`config.mk`:
```
export PLATFORM = sky130hd
export DESIGN_NAME = int_ctrl
export DESIGN_NICKNAME = d
export VERILOG_FILES = /design/src/rtl/int_ctrl_pkg.sv /design/src/rtl/int_ctrl_prio_enc.sv /design/src/rtl/int_ctrl.sv
export SDC_FILE = /design/constraint.sdc
export NUM_CORES = 1
export LEC_CHECK = 0
export ABC_AREA = 1
export CORE_MARGIN = 5
export CORE_UTILIZATION = 45
export CTS_BUF_LIST = sky130_fd_sc_hd__clkbuf_8
export CTS_CLUSTER_DIAMETER = 100
export DETAILED_ROUTE_END_ITERATION = 7
export PLACE_DENSITY = 0.7
export SYNTH_ARGS = -nofsm -noshare
export SYNTH_HDL_FRONTEND = slang
export SYNTH_SLANG_ARGS = --single-unit
```
`constraint.sdc`:
```
create_clock -name clock -period 2.4 [get_ports clock]
set_clock_uncertainty 0.15 [all_clocks]
set_input_delay 0.48 -clock clock [delete_from_list [all_inputs] [get_ports clock]]
set_output_delay 0.48 -clock clock [all_outputs]
set_load 0.02 [all_outputs]
```
`src/rtl/int_ctrl_pkg.sv`:
```
// Shared definitions for the interrupt controller.
// Holds the register window offsets, the GIE bit index, the FSM state
// encodings and the vector address helper.
package int_ctrl_pkg;

   // Register offsets relative to the window base address
   localparam logic [7:0] OFF_CTRL  = 8'd0;
   localparam logic [7:0] OFF_MASK  = 8'd1;
   localparam logic [7:0] OFF_PEND  = 8'd2;
   localparam logic [7:0] OFF_VBASE = 8'd3;
   localparam logic [7:0] OFF_SWI   = 8'd4;

   // Global interrupt enable position inside CTRL and int_en
   localparam int GIE_BIT = 0;

   // Request handshake states
   typedef enum logic [1:0] {
      ST_IDLE    = 2'd0,
      ST_REQ     = 2'd1,
      ST_SERVICE = 2'd2
   } int_state_e;

   // ISR entry address: vector base plus the scaled source id, 8-bit wrap
   function automatic logic [7:0] calc_vector(input logic [7:0] vbase,
                                              input logic [2:0] id,
                                              input int         shift);
      logic [7:0] id_ext;
      id_ext = {5'b00000, id};
      return vbase + (id_ext << shift);
   endfunction

endpackage

```
`src/rtl/int_ctrl_prio_enc.sv`:
```
// Fixed-priority encoder for the interrupt controller.
// Lowest set index wins; purely combinational.
module int_prio_enc #(
   parameter int N = 8
) (
   input  logic [N-1:0] req,
   output logic         valid,
   output logic [2:0]   id
);

   // Scan from the top down so the lowest active index is written last
   always_comb begin
      valid = |req;
      id    = 3'd0;
      for (int i = N - 1; i >= 0; i--) begin
         if (req[i]) begin
            id = 3'(i);
         end
      end
   end

endmodule

```
`src/rtl/int_ctrl.sv`:
```
// Interrupt controller sitting in front of the CPU core.
// Latches rising edges on the peripheral lines, masks and prioritises them,
// and hands one request at a time to the core until it executes ret.
// Optional feature: define INT_CTRL_SWI_EN to enable the software
// interrupt register (+4, write-1-to-set on PEND).
module int_ctrl
   import int_ctrl_pkg::*;
#(
   parameter int         N_SRC     = 8,
   parameter logic [7:0] BASE_ADDR = 8'hF0,
   parameter int         VEC_SHIFT = 2
) (
   input  logic             clock,
   input  logic             reset,
   input  logic [N_SRC-1:0] irq_src,
   input  logic [7:0]       mem_addr,
   input  logic [7:0]       mem_w_data,
   input  logic             mem_w_en,
   output logic [7:0]       mem_r_data,
   input  logic             ret,
   output logic             int_req,
   output logic [7:0]       int_en,
   output logic [7:0]       int_vec
);

   logic             gie;
   logic [N_SRC-1:0] mask;
   logic [N_SRC-1:0] pend;
   logic [N_SRC-1:0] irq_prev;
   logic [7:0]       vbase;

   int_state_e       state;
   int_state_e       state_next;

   logic [7:0]       reg_off;
   logic             in_win;
   logic             wr_ctrl;
   logic             wr_mask;
   logic             wr_pend;
   logic             wr_vbase;

   logic [N_SRC-1:0] rise;
   logic [N_SRC-1:0] swi_set;
   logic [N_SRC-1:0] w1c_clr;
   logic [N_SRC-1:0] auto_clr;
   logic [N_SRC-1:0] pend_next;
   logic [N_SRC-1:0] active;

   logic             win_valid;
   logic [2:0]       win_id;
   logic             take;

   assign reg_off  = mem_addr - BASE_ADDR;
   assign in_win   = (reg_off <= OFF_SWI);
   assign wr_ctrl  = mem_w_en && (reg_off == OFF_CTRL);
   assign wr_mask  = mem_w_en && (reg_off == OFF_MASK);
   assign wr_pend  = mem_w_en && (reg_off == OFF_PEND);
   assign wr_vbase = mem_w_en && (reg_off == OFF_VBASE);

   assign rise     = irq_src & ~irq_prev;
   assign w1c_clr  = wr_pend ? mem_w_data[N_SRC-1:0] : '0;
   assign active   = pend & mask;
   assign int_en   = {7'b0000000, gie};

`ifdef INT_CTRL_SWI_EN
   logic wr_swi;
   assign wr_swi  = mem_w_en && (reg_off == OFF_SWI);
   assign swi_set = wr_swi ? mem_w_data[N_SRC-1:0] : '0;
`else
   assign swi_set = '0;
`endif

   int_prio_enc #(
      .N (N_SRC)
   ) u_prio (
      .req   (active),
      .valid (win_valid),
      .id    (win_id)
   );

   // Clear the winning pending bit on the cycle its request is issued
   always_comb begin
      auto_clr = '0;
      if (take) begin
         auto_clr[win_id] = 1'b1;
      end
   end

   // Every set source beats every clear source on the same bit
   always_comb begin
      pend_next = (pend & ~w1c_clr & ~auto_clr) | rise | swi_set;
   end

   // Register window readback, zero outside the window
   always_comb begin
      mem_r_data = 8'h00;
      if (in_win) begin
         case (reg_off)
            OFF_CTRL:  mem_r_data[GIE_BIT] = gie;
            OFF_MASK:  mem_r_data = 8'(mask);
            OFF_PEND:  mem_r_data = 8'(pend);
            OFF_VBASE: mem_r_data = vbase;
            default:   mem_r_data = 8'h00;
         endcase
      end
   end

   // Programmable registers, pending latch and edge-detect history
   always_ff @(posedge clock) begin
      if (reset) begin
         gie      <= 1'b0;
         mask     <= '0;
         pend     <= '0;
         vbase    <= 8'h00;
         irq_prev <= '0;
      end else begin
         irq_prev <= irq_src;
         pend     <= pend_next;
         if (wr_ctrl) begin
            gie <= mem_w_data[GIE_BIT];
         end
         if (wr_mask) begin
            mask <= mem_w_data[N_SRC-1:0];
         end
         if (wr_vbase) begin
            vbase <= mem_w_data;
         end
      end
   end

   // Request FSM state register
   always_ff @(posedge clock) begin
      if (reset) begin
         state <= ST_IDLE;
      end else begin
         state <= state_next;
      end
   end

   // Next state: one request in flight at a time, released by ret
   always_comb begin
      state_next = state;
      take       = 1'b0;
      case (state)
         ST_IDLE: begin
            if (gie && win_valid) begin
               state_next = ST_REQ;
               take       = 1'b1;
            end
         end
         ST_REQ: begin
            state_next = ST_SERVICE;
         end
         ST_SERVICE: begin
            if (ret) begin
               state_next = ST_IDLE;
            end
         end
         default: begin
            state_next = ST_IDLE;
         end
      endcase
   end

   // Registered request pulse and vector, latched as the request is taken
   always_ff @(posedge clock) begin
      if (reset) begin
         int_req <= 1'b0;
         int_vec <= 8'h00;
      end else begin
         int_req <= take;
         if (take) begin
            int_vec <= calc_vector(vbase, win_id, VEC_SHIFT);
         end
      end
   end

endmodule
```
# == Word level (Yosys, flattened, before mapping) ==
# Cells that the tools add are included.
# op_classes
n_addsub,2
n_lt_le_gt_ge,3
n_eq_ne,7
n_mux,20
bitwise,8
reduce_logical,10
# op_table
op,n
bitwise AND 8 bit,4
two-way mux 3 bit,8
two-way mux 8 bit,3
NOT 8 bit,3
case mux 7 bit (3 select lines),1
"== test 8 x 2 -> 1 bit, second input constant",2
adder 8 x 5 -> 8 bit,1
"== test 8 x 1 -> 1 bit, second input constant",1
"less-or-equal comparator 8 x 3 -> 1 bit, second input constant",1
zero test 8 bit,1
OR 8 bit,1
OR reduction 8 bit,1
"subtractor 8 bit, second input constant",1
logical AND 1 bit,6
case mux 2 bit (3 select lines),1
"less-than comparator 3 x 4 -> 1 bit, second input constant",1
two-way mux 2 bit,2
"inequality test 2 bit, second input constant",2
case mux 1 bit (4 select lines),1
demux 1 bit (select 3 bit),1
"greater-or-equal comparator 3 x 1 -> 1 bit, second input constant",1
two-way mux 1 bit,3
"== test 2 x 1 -> 1 bit, second input constant",1
"== test 2 bit, second input constant",1
other kinds (2),2
# word_totals
reg_bits,44
inputBits,28

# == Longest topological paths before layout ==
# Gate-level depths: netlist of the first run.
# logic_depth
ltp_word,17
mapped_depth,16
mapped_depth_nobuf,16

# == By module ==
# From an unflattened synthesis of the first run, not the netlist that was laid out.
# unflattened
cells_unflattened,372
area_unflattened_um2,2453.6
# modules_own_cells
mod,n_inst,cells_each,area_per_inst_um2,seq_area_each_um2
int_ctrl,1,350,2354.8,880.8
int_prio_enc,1,22,98.8,0.0

# == Worst setup path after synthesis of the first run ==
# No wires, ideal clock.
# synth_path
kind,input-to-output
from,in mem_addr[7]
to,out mem_r_data[2]
arrival_time_ns,1.310
required_ns,1.770
path_slack_ns,0.460
cell_stages,4
n_path_buf,0
cell_sequence,nand2_1 nor2_8 nand4_4 o221ai_1
# synth_via
elab_chain_len,4
word_cells_on_any_way,7
classes_between,1 x add/sub; 1 x order compare; 3 x eq/ne; 2 x mux
# synth_rtl
item,line,rtl
start: declaration,int_ctrl.sv:16,"input logic [7:0] mem_addr,"
subtractor 8 bit (*),int_ctrl.sv:53,assign reg_off = mem_addr - BASE_ADDR;
branches (longest 2 deep; another with less-or-equal comparator 8 x 3 -> 1 bit),--,
two-way mux 8 bit (*),int_ctrl.sv:97,if (in_win) begin
end: declaration,int_ctrl.sv:19,"output logic [7:0] mem_r_data,"
# Mark *: on every way between the ends.

# == Worst setup path in the final report of the first run ==
# layout_path
from,in mem_addr[2]
to,out mem_r_data[2]
# The elaborated chain is that of the path after synthesis.

==> results.cfg, run 1 <==
[clock_network]
cts_made_buffers = 5
root_buffer = clkbuf_8
cts_sinks = 44
clk-insertion-delay-late_ns = 0.30
cts.clk_slew.worst_paths_ns = 0.08
cts_max_level = 2
cts_hold_buffers = 0
cts_buffer_depth = 2
cts_tree = built

[drt]
drt_iter0_markers = 133
post_drt_wl_per_cell_um = 12.20
finalWirelength_um = 5183
vias = 2033
viasPerCell = 4.784
antenna_left = 0
drcViolationCount = 0
first_pass_iters = 5

[global_route]
grt_overflow_total = 0
grt_pass1_vias = 1866
grt_usage_pct = 16.80
grt_pass1_wl_um = 8431
grt_antenna_before_repair = 0
grt_max_degree = 20

[timing]
finalHoldViolations = 0
tns_ns = 0
period_minus_slack_ns = 2.279
fmax_ghz = 0.4387
post-route-period-util_pct = 94.97
slew_viol_final = 0
rsz0062_at_grt = no
setup_viol = 0

[setup_path]
crit_arrival_ns = 1.65
start_kind = primary input
endpoint_kind = primary output
critPathRequiredTime_ns = 1.77
criticalPathCategory = in -> out
crit_fanout = 8

[yosys]
ys_ff_latch = 44
netlist_instances = 300
synth_ff_type = dfxtp_1
synth.avg_cell_area_um2 = 7.524
synth-edff-count = 0
ys_warn_count = 0
async_flop_share_pct = 0
ys_types = 41
yosysSeqAreaShare_pct = 39.02
netlist_area_um2 = 2257

[cells_and_area]
nNetsFinal = 388
fill_cells = 464
layout-drive-gt1-share_pct = 20.95
final_util_pct = 61.52
area_growth_pct = 30.43
diodes = 0
final_area_um2 = 2944

[floorplanning]
row_count = 25
design.die.area_um2 = 6533
fp.dieH_um = 80.83
io_pins = 53
core-area_um2 = 4786
start_util_pct = 47.16
die-width_um = 80.83

[power_and_ir_drop]
power-per-cell-area_nw_per_um2 = 466.6
p_sw_mw = 0.3288
p_leak_nw = 1.309
pwr-share-comb_pct = 10.1
p_int_mw = 1.045
pwr-share-clk_pct = 34.4
p_seq_share_pct = 55.4
ir_worst_vdd_mv = 0.4698
p_sw_share_pct = 23.93

[placed_design]
dpl_cell_area_um2 = 2796
place.gp.congestion = 0.9124
io_buffers = 45
dp_hpwl_um = 4037

[status]
status = completed

[hold_path]
hp-class = reg -> reg

[job]
max_cap_violations = 0
[power groups by stage]
stage | clock [mW] | combinational [mW] | sequential, mW
final | 0.473 | 0.139 | 0.762
after global routing | 0.523 | 0.153 | 0.764
after CTS | 0.488 | 0.138 | 0.761
after detailed placement | 0 | 0.139 | 0.779
after global placement | 0 | 0.138 | 0.778
after floorplan | 0 | 0.0719 | 0.776
[cell families (layout without fill, tap and decap cells)]
family          Yosys count  after routing  share of synthesized area (%)
simple gates            126            126                          28.22
xor+xnor                  1              1                         0.3881
other cells               1              7                         0.1661
compound gates           63             63                          17.68
fa+ha+maj                 3              3                          1.663
flops                    44             44                          39.02
buf+inv                  62            114                          12.86
[state kept, by name, summed over array words and instances, names as in the netlist]
register and count:
state 2, mask 8, pend 8, vbase 8, int_req 1, gie 1
irq_prev 8, int_vec 8
[critical path: stages]
cell           delay (ns)
dlygate4sd2_1        0.26
nor2_4               0.22
nand4_4              0.24
o221ai_2             0.27
buf_4                0.18
[layout make-up]
| cell class | count | area (µm²) | area share (%) |
|---|---|---|---|
| clock buffers | 6 | 82.58 | 2.805 |
| well taps | 67 | 83.83 | 2.847 |
| multi-input cells | 200 | 1164 | 39.52 |
| repair buffers | 60 | 544.3 | 18.49 |
| inverters | 46 | 178.9 | 6.077 |
| clock inverters | 2 | 10.01 | 0.3400 |
| flip-flops and latches | 44 | 880.8 | 29.92 |
[stage by stage]
step | hold WS, ns | total power [mW] | setup WS, ns | std cells
finish | 0.2658 | 1.374 | 0.1208 | 425
global route | 0.2846 | 1.441 | 0.07069 | 425
CTS | 0.2709 | 1.388 | 0.004679 | 425
detailed placement | 0.2600 | 0.9179 | -0.5817 | 415
global placement | 0.2517 | 0.9156 | -0.5638 | 415
floorplan | 0.2488 | 0.8475 | 0.4602 | 306
[final timing paths]
kind	from	end	slack [ns]	depth (start not counted)
max	mem_addr[2]	mem_r_data[2]	0.12	5
min	irq_prev[1]	pend[1]	0.27	1
max reg2reg	pend[7]	int_vec[7]	0.37	15
min reg2reg	irq_prev[1]	pend[1]	0.27	1
[layer usage]
layer | vias up | track usage (%) | part of all wire (%)
li1 | 1079 | - | -
met1 | 901 | 21.57 | 46
met2 | 48 | 27.83 | 47
met3 | 5 | 3.437 | 5.7
met4 | 0 | 6.081 | 1.1
met5 | - | 0 | 0
[layout by cell type (no fill, tap or decap), types with 11 or more instances in the layout]
| master | Yosys | final |
|---|---|---|
| a21oi_1 | 15 | 15 |
| buf_4 | 8 | 22 |
| clkdlybuf4s50_1 | 0 | 29 |
| dfxtp_1 | 44 | 44 |
| inv_1 | 41 | 40 |
| nand2_1 | 52 | 51 |
| nand2_2 | 10 | 11 |
| nand3_1 | 14 | 14 |
| nor2_1 | 31 | 30 |
| o21ai_0 | 19 | 19 |
[timing repair]
action                     in CTS  in global routing
setup endpoints to repair       8                  8
setup buffers                   2                  0
pin swaps                       8                  2
hold endpoints to repair        0                  0
resized for setup              63                  5
[Yosys cell counts, drive strengths merged, types with 2 or more instances]
cell	number	area, µm²
a211oi	2	15.01
nand2	64	280.3
buf	14	107.6
o31ai	3	22.52
ha	3	37.54
o21ai	26	145.1
nand3	16	90.09
inv	44	165.2
dfxtp	44	880.8
clkbuf	2	7.510
nor3	2	10.01
clkinv	2	10.01
o221ai	7	61.31
nand4	7	73.82
nor2	35	165.2
a21oi	18	101.4
Note: power is estimated with default switching activity, not from simulation.
==> run 2: changes to the inputs <==
Settings changed: ABC_AREA 1 to 0.
==> run 2 against run 1 <==
Compared with the run above: the flow now finishes with violations (negative setup slack); final cell count decreased by 8.0%; setup slack got worse by 0.16 ns; synthesized cell count decreased by 17%; count of clock-buffer cells in the layout unchanged; flip-flop and latch count unchanged; critical endpoint is now int_vec[6]; final area increased by 8.4%; largest cell class unchanged; non-clock buffer count increased by 20; combinational power increased by 12%; hold slack improved by 0.048 ns.
==> results.cfg, run 2 <==
[status]
status = complete, but fails checks
violations = negative setup slack

[yosys]
ys_ff_latch = 44
ys_types = 50
synth_ff_type = dfxtp_1
netlist_area_um2 = 2256
async_flop_share_pct = 0
synthTopCellsByCount = dfxtp_1 (44), nor2_1 (34), mux2i_1 (21)
yosysSeqAreaShare_pct = 39.05
synth.avg_cell_area_um2 = 9.060
synth_largest_area_cell = dfxtp_1
yosysTopAreaCellShare_pct = 39.05
synth_area_leaders = dfxtp_1 (39%), mux2i_1 (9.3%), nor2_1 (5.7%)
ys_warn_count = 0
synth_most_common_cell = dfxtp_1
synth-edff-count = 0
netlist_instances = 249

[drt]
drcViolationCount = 0
post_drt_wl_per_cell_um = 14.97
drt_iter0_markers = 127
antenna_left = 0
finalWirelength_um = 5853
first_pass_iters = 4
vias = 2109
viasPerCell = 5.394

[global_route]
grt_overflow_total = 0
grt_antenna_before_repair = 0
top_usage_layer = met2
grt_max_degree = 24
grt_pass1_wl_um = 9190
use_met2_pct = 29.47
use_met3_pct = 4.324
grt_pass1_vias = 1913
use_met1_pct = 23.74
grt_usage_pct = 18.18

[timing]
rsz0062_at_grt = yes
post-route-period-util_pct = 101.8
slew_headroom_pct = 66.73
layout_setup_ws_ns = -0.04264
finalHoldViolations = 0
setup_viol = 2
fmax_ghz = 0.4094
period_minus_slack_ns = 2.443
worst_slew_pin_slew_ns = 0.4974
slew_viol_final = 0

[power_and_ir_drop]
p_sw_share_pct = 23.63
p_sw_mw = 0.3273
power-per-cell-area_nw_per_um2 = 434.2
p_int_mw = 1.058
pwr-share-clk_pct = 33.3
ir_worst_vdd_mv = 0.3380
p_leak_nw = 1.411
pwr-share-comb_pct = 11.3
p_seq_share_pct = 55.4

[cells_and_area]
diodes = 0
fill_cells = 383
final_util_pct = 66.67
multi_input_area_um2 = 1365
final_cell_mix = dfxtp_1 (42), buf_4 (33), clkdlybuf4s50_1 (30)
nNetsFinal = 354
layout.cells.most_common = dfxtp_1
area_growth_pct = 41.43
layout.cells.non_filler = 391
seq_area_um2 = 883.3
final_area_um2 = 3191
layout-drive-gt1-share_pct = 24.69

[floorplanning]
io_pins = 53
fp.dieH_um = 80.81
design.die.area_um2 = 6529
row_count = 25
core-area_um2 = 4786
die-width_um = 80.81
start_util_pct = 47.14

[setup_path]
crit_fanout = 4
criticalPathCategory = reg -> reg
r2r_start = pend[6]
timing.rr.end = int_vec[6]
r2r_cells = 10
endpoint_kind = register
crit_arrival_ns = 2.48
r2r_slack_ns = -0.04
critPathRequiredTime_ns = 2.44
start_kind = register

[hold_path]
min-delay-start = irq_prev[7]
min_to = pend[7]
whs_path_depth = 2
hp-class = reg -> reg

[placed_design]
place.gp.congestion = 0.8745
dp_hpwl_um = 4348
place_ws_ns = -0.6322
dpl.cell_count = 380
io_buffers = 45
dpl_cell_area_um2 = 2974

[clock_network]
cts_tree = built
cts_hold_buffers = 0
cts.clk_slew.worst_paths_ns = 0.08
cts_sinks = 44
cts_made_buffers = 5
cts_max_level = 2
root_buffer = clkbuf_8
clk-insertion-delay-late_ns = 0.30
cts_buffer_depth = 2

[job]
max_cap_violations = 0
-- run 2: worst max path at each step --
stage / startpoint / to / slack (ns)
final: pend[6] / int_vec[6] / -0.04
after global routing: pend[6] / int_vec[7] / -0.14
after CTS: pend[6] / int_vec[6] / -0.07
after detailed placement: mem_addr[5] / mem_r_data[1] / -0.63
after global placement: mem_addr[5] / mem_r_data[1] / -0.62
after floorplan: pend[6] / int_vec[5] / -0.18
-- run 2: repair_timing --
| item | 4_1_cts | 5_1_grt |
|---|---|---|
| pin swaps | 9 | 6 |
| buffers inserted | 2 | 1 |
| endpoints found under the setup margin | 11 | 9 |
| gates resized for setup | 69 | 10 |
-- run 2: logic make-up after synthesis --
logic type               count (synthesis)  synth area share (%)
AO/OA/AOI/OAI                           46                 16.69
XOR/XNOR                                 1                0.3883
adder cells (fa/ha/maj)                  3                 1.664
buffers and inverters                   28                 6.212
flip-flops                              44                 39.05
multiplexers                            29                 13.81
other                                    1                0.1662
AND/OR/NAND/NOR                         97                 22.02
-- run 2: metrics by stage --
stage          hold WS, ns  total power, mW  setup TNS [ns]
2_1_floorplan       0.2864           0.8518         -0.5446
3_3_place_gp        0.2911           0.9305          -5.264
3_5_place_dp        0.3022           0.9322          -5.491
4_1_cts             0.3193            1.391         -0.1601
5_1_grt             0.3369            1.443         -0.3248
6_report            0.3140            1.385        -0.05954
-- run 2: area by class of cell --
| cell class | count | share of cell area (%) |
|---|---|---|
| sequential | 44 | 27.69 |
| clock buffer | 6 | 2.588 |
| tap | 67 | 2.627 |
| inverter | 9 | 1.059 |
| clock inverter | 2 | 0.2353 |
| timing repair buffer | 80 | 23.02 |
| multi-input combinational | 183 | 42.78 |
-- run 2: layer usage --
layer / vias up / share of wire, % / routed length (µm)
met3: 12 / 6.6 / 389
met4: 0 / 1.6 / 93
met2: 70 / 48 / 2814
met5: - / 0 / 0
li1: 1040 / - / -
met1: 987 / 44 / 2556
-- run 2: power groups by stage --
stage	Clock (mW)	Combinational [mW]	Sequential [mW]
2_1_floorplan	0	0.0712	0.781
3_3_place_gp	0	0.149	0.782
3_5_place_dp	0	0.150	0.782
4_1_cts	0.476	0.150	0.765
5_1_grt	0.504	0.168	0.771
6_report	0.462	0.156	0.767
-- run 2: worst max-delay path: stages (launching register included) --
cell and delay [ns]:
dfxtp_2 0.33, nand2_2 0.05, a32o_2 0.26, a222oi_1 0.33, nor2_1 0.12, ha_2 0.22, ha_2 0.18, a21o_1 0.16
a41oi_2 0.19, nor3_1 0.07, o311a_1 0.28
==> patch: new RTL, flow settings as in run 1 <==
The option `INT_CTRL_SWI_EN` is turned on by a define.
--- a/src/rtl/int_ctrl.sv
+++ b/src/rtl/int_ctrl.sv
@@ -3,6 +3,8 @@
 // and hands one request at a time to the core until it executes ret.
 // Optional feature: define INT_CTRL_SWI_EN to enable the software
 // interrupt register (+4, write-1-to-set on PEND).
+`define INT_CTRL_SWI_EN
+
 module int_ctrl
    import int_ctrl_pkg::*;
 #(
Function: changed (Yosys sat finds a counterexample within 4 cycles, from zero or initial values and one cycle with reset high).
==> patch against run 1 <==
Final area grew 1.1%; area after synthesis is 1.8% higher; power up 1.8%; maximum frequency down 1.7%; sequential cell count unchanged; worst hold slack gained 0.053 ns; worst setup slack got worse by 0.040 ns; utilization is 2.5 points lower; cell count rose by 7.1%; routed wire length increased by 14%; largest cell class unchanged.
==> patch: results (changes against run 1) <==
Logic synthesis
  – Async set-or-reset flop fraction in the synthesized netlist: 0% (unchanged)
  – Yosys cell types: 34 (-17%)
  – Register area share after synthesis: 38.34% (-0.68 points)
  – Syn. warnings: 0 (unchanged)
  – Prevailing post-synth register cell: dfxtp_1
  – Ranking of synthesized cells by area: dfxtp_1 38%, nand2_1 12%, inv_1 9.3%
  – Top cells by count, synth: 73 x nand2_1, 57 x inv_1, 45 x nor2_1

Worst hold path
  – Hold path depth: 2 (+1)

Final layout
  – Sequential cell area share: 29.62% (-0.30 points)
  – Clock-cell share: 3.235% (+0.090 points)
  – Number of non-clock inverters in the layout: 59 (+28%)
  – Nets@finish: 415 (+7.0%)
  – Multi-Input Combinational: 215 (+7.5%)
  – Non-clock buffer share: 18.07% (-0.42 points)
  – # clk buffers: 6 (unchanged)
  – Register Area: 882.1 µm² (+0.14%)
  – Share of post-route cells with drive strength above 1: 14.29% (-6.7 points)
  – Area occupied by multi-input gates: 0.001150 mm² (-1.2%)
  – FF+latch count: 44 (unchanged)
  – Non-clock buffers: 59 (-1.7%)
  – Filler Cells Inserted: 461 (-0.65%)
  – Final std cells w/o fill: 455 (+7.1%)

Place
  – DP Area: 0.002844 mm² (+1.7%)
  – Post-DP HPWL: 4.578 mm (+13%)
  – Gpl congestion: 0.9290 (+1.8%)
  – Inst Count DP: 444 (+7.0%)
  – Pre-CTS setup slack: -0.6816 ns (-0.09991 ns)

GRT
  – GR Util met3: 4.715% (+1.3 points)
  – Vias in the first global route: 2026 (+8.6%)
  – M2 GR Usage: 30.70% (+2.9 points)
  – Grt met1 use: 26.60% (+5.0 points)
  – First-pass GRT wire length: 9.867 mm (+17%)
  – Largest net degree at the start of global routing: 45 (+130%)
  – GRT Overall Usage: 19.34% (+2.5 points)

Run status
  – Outcome: finished, final reports clean

Drt
  – Met3 WL post-DR: 444 µm (+49%)
  – DRC marker count from the first detailed-route iteration: 165 (+24%)
  – Avg Vias per Cell: 4.848 (+1.4%)
  – Wire length per cell: 12.99 µm (+6.5%)
  – Initial DRT Pass Iterations: 4 (-1)
  – Met2 routed wirelength: 2.636 mm (+8.9%)

Pwr
  – LEAKAGE: 1.342 nW (+2.5%)
  – Int Pwr: 1.048 mW (+0.32%)
  – VDD IR max: 268.2 µV (-43%)

Clock network
  – CTS H-tree lvls: 2 (unchanged)
  – Root Driver: clkbuf_8
  – CTS tree: yes

Setup path
  – CP top delay family: simple AND/OR/NAND/NOR gates
  – Max incr delay on CP: 0.21 ns (-0.06 ns)
  – R2r setup slk: 0.27 ns (-0.10 ns)
  – CP max stage cell: dlygate4sd2_1
  – Critical Path Fanout Max: 5 (-3)
  – FF-to-FF path depth: 17 (+2)
  – Critical Path AT: 1.69 ns (+0.04 ns)

Timing
  – Hold Worst Slack: 0.3193 ns (+0.05344 ns)
  – Final period util: 96.61% (+1.6 points)
-- patch: power groups by stage --
stage               clock network [mW]  logic, mW  registers [mW]
floorplan                            0     0.0728           0.772
global placement                     0      0.138           0.776
detailed placement                   0      0.139           0.776
CTS                              0.505      0.139           0.759
global route                     0.537      0.153           0.762
finish                           0.498      0.140           0.760
-- patch: what timing repair did --
action                                  4_1_cts  5_1_grt
buffers inserted                              2        1
gates resized for setup                      61        5
pin swaps                                     9        3
endpoints found under the setup margin        8        9
-- patch: logic make-up (layout without fill, tap and decap cells) --
group           after synthesis  after routing  share of synthesized area [%]
simple gates                151            151                          29.47
buf+inv                      75            126                          14.38
compound gates               53             53                          15.63
flops                        44             44                          38.34
fa+ha+maj                     3              3                          1.634
other cells                   1              7                         0.1632
xor+xnor                      1              1                         0.3813
-- patch: final timing paths --
check                   start            end
setup / recovery  mem_addr[5]  mem_r_data[4]
hold / removal     int_vec[1]     int_vec[1]
setup reg to reg      pend[6]     int_vec[6]
hold reg to reg    int_vec[1]     int_vec[1]
